## src/rtl/slot_arbiter_pkg.sv

```systemverilog
// slot_arbiter_pkg: shared sizes, requester IDs, FSM states and the grant
// payload used by the object-slot arbiter.
package slot_arbiter_pkg;

  localparam int unsigned NREQ  = 3;                  // spawner requesters
  localparam int unsigned NSLOT = 7;                  // gameplay slots (datacount - 1)
  localparam int unsigned SW    = 3;                  // slot index width, 2**SW >= NSLOT
  localparam int unsigned PW    = $clog2(NREQ);       // requester index width
  localparam int unsigned CW    = $clog2(NSLOT + 1);  // clear counter width
  localparam int unsigned SPAN  = 1 << SW;            // index space covered by SW bits

  localparam int unsigned REQ_ENEMY = 0;
  localparam int unsigned REQ_BIRD  = 1;
  localparam int unsigned REQ_CLOUD = 2;

  typedef enum logic [1:0] {
    ST_INIT = 2'd0,
    ST_RUN  = 2'd1,
    ST_HOLD = 2'd2
  } state_e;

  typedef struct packed {
    logic [NREQ-1:0] gnt;
    logic [SW-1:0]   slot;
  } grant_t;

endpackage

```

## src/rtl/slot_arbiter_rr.sv

```systemverilog
// rr_arbiter: combinational round-robin picker.
//   req  - eligible request vector
//   ptr  - last granted index; search starts at ptr+1
//   gnt  - one-hot winner (zero when no request)
//   win  - encoded winner index
module rr_arbiter
  import slot_arbiter_pkg::*;
(
  input  logic [NREQ-1:0] req,
  input  logic [PW-1:0]   ptr,
  output logic [NREQ-1:0] gnt,
  output logic [PW-1:0]   win
);

  // Scan from lowest to highest priority so the last hit is the winner.
  always_comb begin
    int unsigned idx;
    gnt = '0;
    win = '0;
    idx = 0;
    for (int unsigned k = NREQ; k >= 1; k--) begin
      idx = (32'(ptr) + k) % NREQ;
      if (req[idx]) begin
        gnt      = '0;
        gnt[idx] = 1'b1;
        win      = PW'(idx);
      end
    end
  end

endmodule

```

## src/rtl/slot_arbiter.sv

```systemverilog
// slot_arbiter: hands out free object-table slots to spawners, one grant per
// clk3 cycle, round-robin among requesters; clears the table after reset.
//   clk3, reset (async, active-low), pause - hold arbitration
//   req/gnt/gnt_slot        - request level / one-cycle grant and its slot
//   free_valid/free_slot    - slot release from despawn logic
//   clr_valid/clr_slot      - post-reset table clear strobes
//   ready, occ, full, err   - status; err is sticky on an illegal release
module slot_arbiter
  import slot_arbiter_pkg::*;
(
  input  logic             clk3,
  input  logic             reset,
  input  logic             pause,
  input  logic [NREQ-1:0]  req,
  input  logic             free_valid,
  input  logic [SW-1:0]    free_slot,
  output logic [NREQ-1:0]  gnt,
  output logic [SW-1:0]    gnt_slot,
  output logic             clr_valid,
  output logic [SW-1:0]    clr_slot,
  output logic             ready,
  output logic [NSLOT-1:0] occ,
  output logic             full,
  output logic             err
);

  state_e           state_q, state_d;
  logic [CW-1:0]    cnt_q, cnt_d;
  logic [PW-1:0]    ptr_q, ptr_d;
  grant_t           grant_q, grant_d;
  logic             clr_valid_q, clr_valid_d;
  logic [SW-1:0]    clr_slot_q, clr_slot_d;
  logic             ready_q, ready_d;
  logic [NSLOT-1:0] occ_q, occ_d;
  logic             full_q, full_d;
  logic             err_q, err_d;

  logic [NREQ-1:0]  elig, rr_gnt;
  logic [PW-1:0]    rr_win;
  logic [NSLOT-1:0] set_mask, free_mask;
  logic [SW-1:0]    slot_sel;
  logic             slot_free;
  logic [SPAN-1:0]  occ_ext;
  logic             free_legal;
  logic             grant_ok;

  // Last cycle's winner sits out one cycle so it can drop req.
  assign elig = req & ~grant_q.gnt;

  rr_arbiter u_rr (
    .req (elig),
    .ptr (ptr_q),
    .gnt (rr_gnt),
    .win (rr_win)
  );

  // Lowest-index free slot; reverse scan leaves the lowest hit in place.
  always_comb begin
    set_mask  = '0;
    slot_sel  = '0;
    slot_free = 1'b0;
    for (int i = NSLOT - 1; i >= 0; i--) begin
      if (!occ_q[i]) begin
        set_mask    = '0;
        set_mask[i] = 1'b1;
        slot_sel    = SW'(i);
        slot_free   = 1'b1;
      end
    end
  end

  // Zero-extend occ so any free_slot value indexes a defined bit.
  assign occ_ext    = SPAN'(occ_q);
  assign free_legal = ({1'b0, free_slot} < (SW + 1)'(NSLOT)) && occ_ext[free_slot];
  assign free_mask  = NSLOT'(1) << free_slot;

  // The edge that leaves HOLD with pause low already arbitrates.
  assign grant_ok = (state_q != ST_INIT) && !pause && slot_free && (|rr_gnt);

  // Next-state, clear sequencing, grant and occupancy update.
  always_comb begin
    state_d     = state_q;
    cnt_d       = cnt_q;
    ptr_d       = ptr_q;
    grant_d     = '0;
    clr_valid_d = 1'b0;
    clr_slot_d  = '0;
    occ_d       = occ_q;
    err_d       = err_q;

    case (state_q)
      ST_INIT: begin
        if (cnt_q == CW'(NSLOT)) begin
          state_d = ST_RUN;
          cnt_d   = '0;
        end else begin
          clr_valid_d = 1'b1;
          clr_slot_d  = SW'(cnt_q);
          cnt_d       = cnt_q + CW'(1);
        end
      end
      ST_RUN:  if (pause)  state_d = ST_HOLD;
      ST_HOLD: if (!pause) state_d = ST_RUN;
      default: state_d = ST_INIT;
    endcase

    // Grant picks from pre-edge occ, so a slot freed now is not reused now.
    if (grant_ok) begin
      grant_d.gnt  = rr_gnt;
      grant_d.slot = slot_sel;
      ptr_d        = rr_win;
      occ_d        = occ_d | set_mask;
    end

    if (free_valid && (state_q != ST_INIT)) begin
      if (free_legal) occ_d = occ_d & ~free_mask;
      else            err_d = 1'b1;
    end

    ready_d = (state_d != ST_INIT);
    full_d  = &occ_d;
  end

  // State and output registers.
  always_ff @(posedge clk3 or negedge reset) begin
    if (!reset) begin
      state_q     <= ST_INIT;
      cnt_q       <= '0;
      ptr_q       <= PW'(NREQ - 1);
      grant_q     <= '0;
      clr_valid_q <= 1'b0;
      clr_slot_q  <= '0;
      ready_q     <= 1'b0;
      occ_q       <= '0;
      full_q      <= 1'b0;
      err_q       <= 1'b0;
    end else begin
      state_q     <= state_d;
      cnt_q       <= cnt_d;
      ptr_q       <= ptr_d;
      grant_q     <= grant_d;
      clr_valid_q <= clr_valid_d;
      clr_slot_q  <= clr_slot_d;
      ready_q     <= ready_d;
      occ_q       <= occ_d;
      full_q      <= full_d;
      err_q       <= err_d;
    end
  end

  assign gnt       = grant_q.gnt;
  assign gnt_slot  = grant_q.slot;
  assign clr_valid = clr_valid_q;
  assign clr_slot  = clr_slot_q;
  assign ready     = ready_q;
  assign occ       = occ_q;
  assign full      = full_q;
  assign err       = err_q;

endmodule

```

## config.mk

```make
export PLATFORM = sky130hd
export DESIGN_NAME = slot_arbiter
export DESIGN_NICKNAME = d
export VERILOG_FILES = /design/src/rtl/slot_arbiter_pkg.sv /design/src/rtl/slot_arbiter_rr.sv /design/src/rtl/slot_arbiter.sv
export SDC_FILE = /design/constraint.sdc
export NUM_CORES = 1
export LEC_CHECK = 0
export ABC_AREA = 1
export BUFFER_PORTS_ARGS = -buffer_cell sky130_fd_sc_hd__buf_2
export CORE_MARGIN = 8
export CORE_UTILIZATION = 43
export CTS_BUF_LIST = sky130_fd_sc_hd__clkbuf_8
export DETAILED_ROUTE_END_ITERATION = 7
export GPL_TIMING_DRIVEN = 0
export HOLD_SLACK_MARGIN = 0.03
export PLACE_DENSITY = 0.7
export SYNTH_ARGS = -nofsm -noshare
export SYNTH_HDL_FRONTEND = slang
export SYNTH_SLANG_ARGS = --single-unit
```

## constraint.sdc

```tcl
create_clock -name clk3 -period 2.11 [get_ports clk3]
set_input_delay 0.3165 -clock clk3 [delete_from_list [all_inputs] [get_ports clk3]]
set_output_delay 0.3165 -clock clk3 [all_outputs]
set_load 0.005 [all_outputs]
```

# == After elaboration in Yosys (flattened, before gate mapping) ==
# Index checks and enable logic that the tools add are counted.
# word_totals
reg_bits,27
inputBits,10
output_inout_bits,20
elab_cells,105
# classes
addsub,4
div,3
n_lt_le_gt_ge,8
eq_ne,3
n_shift,1
n_mux,54
bitwise,6
reduce_logical,15
# ops
cell,n
>= comparator 32 x 1 -> 1 bit (second input constant),3
< comparator 32 x 3 -> 1 bit (second input constant),3
modulo 32 x 2 -> 32 bit (second input constant),3
2-to-1 mux 7 bit,10
2-to-1 mux 3 bit,13
2-to-1 mux 1 bit,16
2-to-1 mux 2 bit,6
logical AND 1 bit,8
bitwise AND 7 bit,1
NOT 7 bit,1
OR 7 bit,1
AND reduction 7 bit,1
left shift 1 x 3 -> 7 bit (first input constant),1
adder 2 x 2 -> 3 bit (second input constant),2
binary-select mux 1 bit (select 2 bit),3
demux 1 bit (select 2 bit),3
2-to-1 mux 6 bit,1
one-hot mux 2 bit (3 select lines),1
< comparator 3 x 4 -> 1 bit (second input constant),1
nonzero test 2 bit,2
adder 2 x 1 -> 3 bit (second input constant),1
adder 3 x 1 -> 3 bit (second input constant),1
bitwise AND 3 bit,1
binary-select mux 1 bit (select 3 bit),1
other kinds (10),10

# == Depth between registers and ports, before layout ==
# logic_depth
depth_word,16
depth_mapped,17
ltp_nobuf,17

# == By module ==
# A second synthesis with hierarchy kept.
# hier_totals
hier_cells,222
hier_area_um2,1650.3
# by_module_without_submodules
module,n_inst,cells_per_inst,area_per_inst_um2,seq_area_each_um2
slot_arbiter,1,169,1378.8,676.9
rr_arbiter,1,53,271.5,0.0

# == Worst setup path after synthesis ==
# Ideal clock, no wire load.
# synth_timing
path_kind,register to register
from,register ptr_q[1]
to,register ptr_q[0]
setup_time_ns,0.124
arrival_ns,1.877
t_required_ns,1.986
setup_slack_ns,0.109
stages_incl_launch_ff,15
n_path_buf,0
period_less_slack_ns,2.001
cell_sequence,dfstp_2 ha_1 inv_2 nand3_1 nand3_2 nand2_4 nand3_2 nor2_2 nor2_2 nand2_1 nand2_2 nand2_1 inv_2 nor2_2 o21bai_1
# synth_via
elab_chain_cells,11
elab_cells_between_ends,35
cone_classes,add/sub: 3; div: 3; order compare: 6; mux: 18; reduce/logical: 5
# synth_rtl
element,line,text
start: declaration,slot_arbiter.sv:29,"logic [PW-1:0] ptr_q, ptr_d;"
start signal: assignment,slot_arbiter.sv:129,ptr_q <= PW'(NREQ - 1);
start signal: assignment,slot_arbiter.sv:140,ptr_q <= ptr_d;
adder 2 x 2 -> 3 bit,slot_arbiter_rr.sv:22,idx = (32'(ptr) + k) % NREQ;
modulo 32 x 2 -> 32 bit,slot_arbiter_rr.sv:22,
>= comparator 32 x 1 -> 1 bit (not written as such) / < comparator 32 x 3 -> 1 bit (equally long branches),slot_arbiter_rr.sv:25,gnt[idx] = 1'b1;
logical AND 1 bit (not written as such),slot_arbiter_rr.sv:25,
2-to-1 mux 1 bit (not written as such),slot_arbiter_rr.sv:25,
demux 1 bit (select 2 bit),--,
2-to-1 mux 3 bit (3 in a row),slot_arbiter_rr.sv:23,if (req[idx]) begin
OR reduction 3 bit,slot_arbiter.sv:78,assign grant_ok = (state_q != ST_INIT) && !pause && slot_free && (|rr_gnt);
logical AND 1 bit,slot_arbiter.sv:78,
# Parallel ways exist; a longest one is shown, timed or not. The select of a mux whose other input is x is not followed.
# A chain may end at the register's enable or synchronous reset.

# == Worst setup path after layout ==
# layout_timing
from,register ptr_q[1]
to,register full_q (netlist: full)
# layout_via
elab_chain_cells,16
elab_cells_between_ends,37
cone_classes,add/sub: 3; div: 3; order compare: 6; mux: 18; bitwise: 1; reduce/logical: 6
# layout_rtl
element,line,text
adder 2 x 2 -> 3 bit,slot_arbiter_rr.sv:22,
modulo 32 x 2 -> 32 bit,slot_arbiter_rr.sv:22,
>= comparator 32 x 1 -> 1 bit (not written as such) / < comparator 32 x 3 -> 1 bit (equally long branches),slot_arbiter_rr.sv:25,
logical AND 1 bit (not written as such),slot_arbiter_rr.sv:25,
2-to-1 mux 1 bit (not written as such),slot_arbiter_rr.sv:25,
demux 1 bit (select 2 bit),--,
2-to-1 mux 3 bit (2 in a row),slot_arbiter_rr.sv:23,
2-to-1 mux 3 bit (*),slot_arbiter_rr.sv:23,
OR reduction 3 bit (*),slot_arbiter.sv:78,
logical AND 1 bit (*),slot_arbiter.sv:78,
2-to-1 mux 7 bit (*),slot_arbiter.sv:108,if (grant_ok) begin
bitwise AND 7 bit,slot_arbiter.sv:116,if (free_legal) occ_d = occ_d & ~free_mask;
2-to-1 mux 7 bit,slot_arbiter.sv:116,
2-to-1 mux 7 bit (*),slot_arbiter.sv:115,if (free_valid && (state_q != ST_INIT)) begin
net occ_d[5],slot_arbiter.sv:34,"logic [NSLOT-1:0] occ_q, occ_d;"
AND reduction 7 bit (*),slot_arbiter.sv:121,full_d = &occ_d;
net full_d,slot_arbiter.sv:35,"logic full_q, full_d;"
end signal: assignment,slot_arbiter.sv:146,full_q <= full_d;
end: declaration,slot_arbiter.sv:35,
# Mark *: on every way through the listed nets, which the timed path passes. The rest lies on a longest branch. The select of a mux whose other input is x is not followed.

==> results.cfg <==
[cells_and_area]
layout-drive-gt1-share = 0.365
area.growth.synth_to_final_pct = 31.3
antenna_diode_count = 0
fin_util = 0.591
post_layout_nonfiller_instances = 308
multi_input_comb_area_um2 = 997
postLayoutCellArea_um2 = 2160
sequential_cell_area_um2 = 677
finalNetCount = 278
n_fill_cell = 326

[sta]
tightest_slew_ps = 578
worst_clock_skew_ps = 2.97
fin_crit_sh = 1.05
max_slew_margin = 0.615
setup_viol = 3
grt_setup_unrepaired = true
finalWorstSetupSlack_ps = -97.4
hold_viol_final = 0
fmax_mhz = 453
finalMaxSlewViolations = 0
post-route-min-period_ps = 2210

[synthesis]
post-synth-top-area-cell = sky130_fd_sc_hd__dfrtp_1
yosysSeqAreaShare = 0.411
adder_cell_fraction_of_synth_area = 0.0532
synth_warnings = 0
post_synth.cell_area_avg_um2 = 7.59
post_synth_xor_area_fraction = 0
synth_cells = 217
synth_largest_type_area_fraction = 0.395
mappedNetlistArea_um2 = 1650
muxShareOfSynthArea = 0
yosysUniqueCellTypes = 28
synth_compound_gate_area_share = 0.0964
synth-simple-area-share = 0.347
synth_area_leaders = sky130_fd_sc_hd__dfrtp_1 39%, sky130_fd_sc_hd__nand3_1 10%, sky130_fd_sc_hd__nand2_1 9.3%
number_of_synthesized_register_bits = 27
syn_nets = 234
main_combinational_cell_family_by_area_after_synthesis = simple AND/OR/NAND/NOR gates

[run]
cap_violations = 0

[place]
placed_cells_incl_taps = 294
hpwl_mm = 2.77
place.port_buffers = 29
routabilityCongestion = 0.846
placed_area_um2 = 1850
pre_cts_slack_ps = -123

[worst_setup_path]
worstSetupPathType = reg -> reg
timing.critical_path.to_type = flip-flop
critical_path_arrival_ps = 2420
number_of_buffer_and_inverter_instances_along_the_worst_setup_path = 2
worst_path_dominant_cell_family = simple AND/OR/NAND/NOR gates
critical_path.max_fanout = 7
regToRegStartpoint = ptr_q[1]
cp-start-kind = flip-flop
crit_path_top_delay_cell = sky130_fd_sc_hd__dfstp_2
depth_of_the_worst_register_to_register_path = 13
rrSetupSlack_ps = -100
crit-reg2reg-capture = full
worstPathRequired_ps = 2330
crit_chain = inv_2 -> ha_4 -> inv_4 -> nand3_2 -> nand2_4 -> nor2_1 -> a21oi_1 -> nand3_4 -> nand3_2 -> nand2_2 -> nor2_2 -> nand3_1 -> nor2_1
critPathMaxStageDelay_ps = 620

[power]
total_leakage_power_nw = 1.12
power.combinational.fraction = 0.684
power.switching_w = 0.00188
power_frac_clock = 0.082
pint_w = 0.00183
power.share.sequential = 0.234
power.density_cell_area_nw_per_um2 = 1710
netSwitchingFraction = 0.507
irDropWorstVdd_uv = 593

[global_routing]
gr-total-overflow = 0
grt_antenna_before_repair = 0
grt_pass1_wl_mm = 6.29
grt_max_degree = 28
first_global_vias = 1456
global_route.usage.total = 0.123

[clock_tree]
tritoncts = done
cts_hold_repair.buffers = 0
clock_tree.buffer_depth = 2
worstSkewPairLatency_ps = 280
htree_levels = 1
cts.sinks = 27
cts_buffers = 3
cts_root_buffer = sky130_fd_sc_hd__clkbuf_8
clk_pin_slew_ps = 100

[detailed_routing]
drt_pass1_iterations = 4
wl_per_cell_um = 13.0
drc = 0
detail_route.iter0.violations = 80
total_number_of_vias = 1577
vias_per_cell = 5.12
final_antenna_violating_net_count = 0
drt_wl_total_mm = 4.00

[floorplanning]
fp.coreArea_um2 = 3660
dieWidth_um = 77.9
io-pin-count = 30
initial_core_util = 0.450
floorplan.die_area_um2 = 6070
die_height_um = 77.9
core.rowCount = 22

[run_status]
failing_checks = setup timing
status = complete, but fails checks

[worst_hold_path]
min_delay_worst_type = in -> async
-- how the worst max path moves through the flow --
stage / endpoint / slack (ps) / from / cells after the start
after global placement: ptr_q[0] / -100 / ptr_q[1] / 14
after CTS: full / -50 / ptr_q[1] / 16
after floorplan: ptr_q[0] / 110 / ptr_q[1] / 14
after global routing: full / -200 / ptr_q[1] / 13
final: full / -100 / ptr_q[1] / 13
after detailed placement: ptr_q[0] / -120 / ptr_q[1] / 14
-- layer usage --
metal | GRT usage | part of all wire
met4 | 0.0389 | 0.011
met5 | 0 | 0
met2 | 0.201 | 0.49
met3 | 0.0311 | 0.051
met1 | 0.153 | 0.45
-- synth_stat cells --
library cell	number
sky130_fd_sc_hd__dfstp_2	1
sky130_fd_sc_hd__a21oi_2	1
sky130_fd_sc_hd__a211oi_4	1
sky130_fd_sc_hd__o21ai_2	1
sky130_fd_sc_hd__nand2_4	1
sky130_fd_sc_hd__nor2_4	1
sky130_fd_sc_hd__a31oi_1	5
sky130_fd_sc_hd__ha_1	7
sky130_fd_sc_hd__inv_2	5
sky130_fd_sc_hd__inv_1	33
sky130_fd_sc_hd__nand2_1	41
sky130_fd_sc_hd__nor2_1	22
sky130_fd_sc_hd__nor4_1	1
sky130_fd_sc_hd__nand2_2	3
sky130_fd_sc_hd__nor3_1	2
sky130_fd_sc_hd__nand3_2	5
sky130_fd_sc_hd__o22ai_1	1
sky130_fd_sc_hd__nor2_2	6
sky130_fd_sc_hd__o21ai_0	7
sky130_fd_sc_hd__o21bai_1	2
sky130_fd_sc_hd__nor3b_1	1
sky130_fd_sc_hd__a21oi_1	5
sky130_fd_sc_hd__nand4_1	1
sky130_fd_sc_hd__or2_2	1
sky130_fd_sc_hd__a41oi_1	1
sky130_fd_sc_hd__dfrtp_1	26
sky130_fd_sc_hd__buf_2	2
sky130_fd_sc_hd__nand3_1	34
-- state kept, by name, summed over array words and instances, names as in the netlist --
| register | count |
|---|---|
| full | 1 |
| cnt_q | 3 |
| clr_slot | 3 |
| state_q | 2 |
| ready | 1 |
| ptr_q | 2 |
| err | 1 |
| gnt_slot | 3 |
| gnt | 3 |
| clr_valid | 1 |
| occ | 7 |
-- logic make-up after synthesis --
logic type               after synthesis
buffers and inverters                 40
AO/OA/AOI/OAI                         24
adder cells (fa/ha/maj)                7
AND/OR/NAND/NOR                      119
flip-flops                            27
-- power groups by stage --
| stage | Clock, W | Sequential (W) | Combinational (W) |
|---|---|---|---|
| floorplan | 0 | 0.000862 | 0.00133 |
| global placement | 0 | 0.000861 | 0.00176 |
| detailed placement | 0 | 0.000865 | 0.00178 |
| CTS | 0.000304 | 0.000874 | 0.00215 |
| global route | 0.000324 | 0.000895 | 0.00279 |
| finish | 0.000304 | 0.000868 | 0.00253 |
-- area by class of cell --
cell class                      count  area share
Buffer                              2     0.00463
Clock inverter                      1     0.00347
Sequential cell                    27       0.313
Tap cell                           48      0.0278
Clock buffer                        3      0.0191
Inverter                           38      0.0694
Timing Repair Buffer               39       0.102
Multi-Input combinational cell    150       0.461
-- per-stage QoR --
| step | total power [W] | hold slack [ps] | setup TNS (ps) |
|---|---|---|---|
| final | 0.00371 | 24.0 | -120 |
| after global routing | 0.00401 | 72.7 | -657 |
| after CTS | 0.00332 | 49.8 | -80.7 |
| after detailed placement | 0.00264 | 353 | -341 |
| after global placement | 0.00262 | 348 | -180 |
| after floorplan | 0.00219 | 20.9 | 0 |
-- repair_timing --
action,in CTS,in global routing
gates resized for setup,24,17
pin swaps,11,16
endpoints found under the setup margin,5,13
endpoints found under the hold margin,0,0
setup buffers,4,6
-- cells in the final DEF (no fill, tap or decap), types with 2 or more instances in the layout --
master / n
sky130_fd_sc_hd__inv_1: 31
sky130_fd_sc_hd__inv_4: 3
sky130_fd_sc_hd__a31oi_1: 5
sky130_fd_sc_hd__ha_4: 3
sky130_fd_sc_hd__buf_2: 31
sky130_fd_sc_hd__buf_4: 10
sky130_fd_sc_hd__nand3_2: 13
sky130_fd_sc_hd__nor2_2: 5
sky130_fd_sc_hd__inv_2: 4
sky130_fd_sc_hd__nor3_1: 2
sky130_fd_sc_hd__clkbuf_8: 3
sky130_fd_sc_hd__a21oi_1: 5
sky130_fd_sc_hd__nand2_2: 5
sky130_fd_sc_hd__o21ai_0: 6
sky130_fd_sc_hd__nand2_8: 2
sky130_fd_sc_hd__nand2_4: 4
sky130_fd_sc_hd__nand3_4: 2
sky130_fd_sc_hd__dfrtp_1: 26
sky130_fd_sc_hd__nor2_1: 21
sky130_fd_sc_hd__o21ai_2: 2
sky130_fd_sc_hd__o21bai_1: 2
sky130_fd_sc_hd__nor2_4: 3
sky130_fd_sc_hd__nand2_1: 34
sky130_fd_sc_hd__nand3_1: 24
sky130_fd_sc_hd__ha_1: 4
-- worst register-to-register path, cell delays in order, from the launching register on --
cell and delay [ps]:
sky130_fd_sc_hd__dfstp_2 620, sky130_fd_sc_hd__inv_2 70, sky130_fd_sc_hd__ha_4 190, sky130_fd_sc_hd__inv_4 90
sky130_fd_sc_hd__nand3_2 110, sky130_fd_sc_hd__nand2_4 130, sky130_fd_sc_hd__nor2_1 60, sky130_fd_sc_hd__a21oi_1 230
sky130_fd_sc_hd__nand3_4 170, sky130_fd_sc_hd__nand3_2 110, sky130_fd_sc_hd__nand2_2 60, sky130_fd_sc_hd__nor2_2 110
sky130_fd_sc_hd__nand3_1 90, sky130_fd_sc_hd__nor2_1 110
Power figures use the tool's default switching activity.
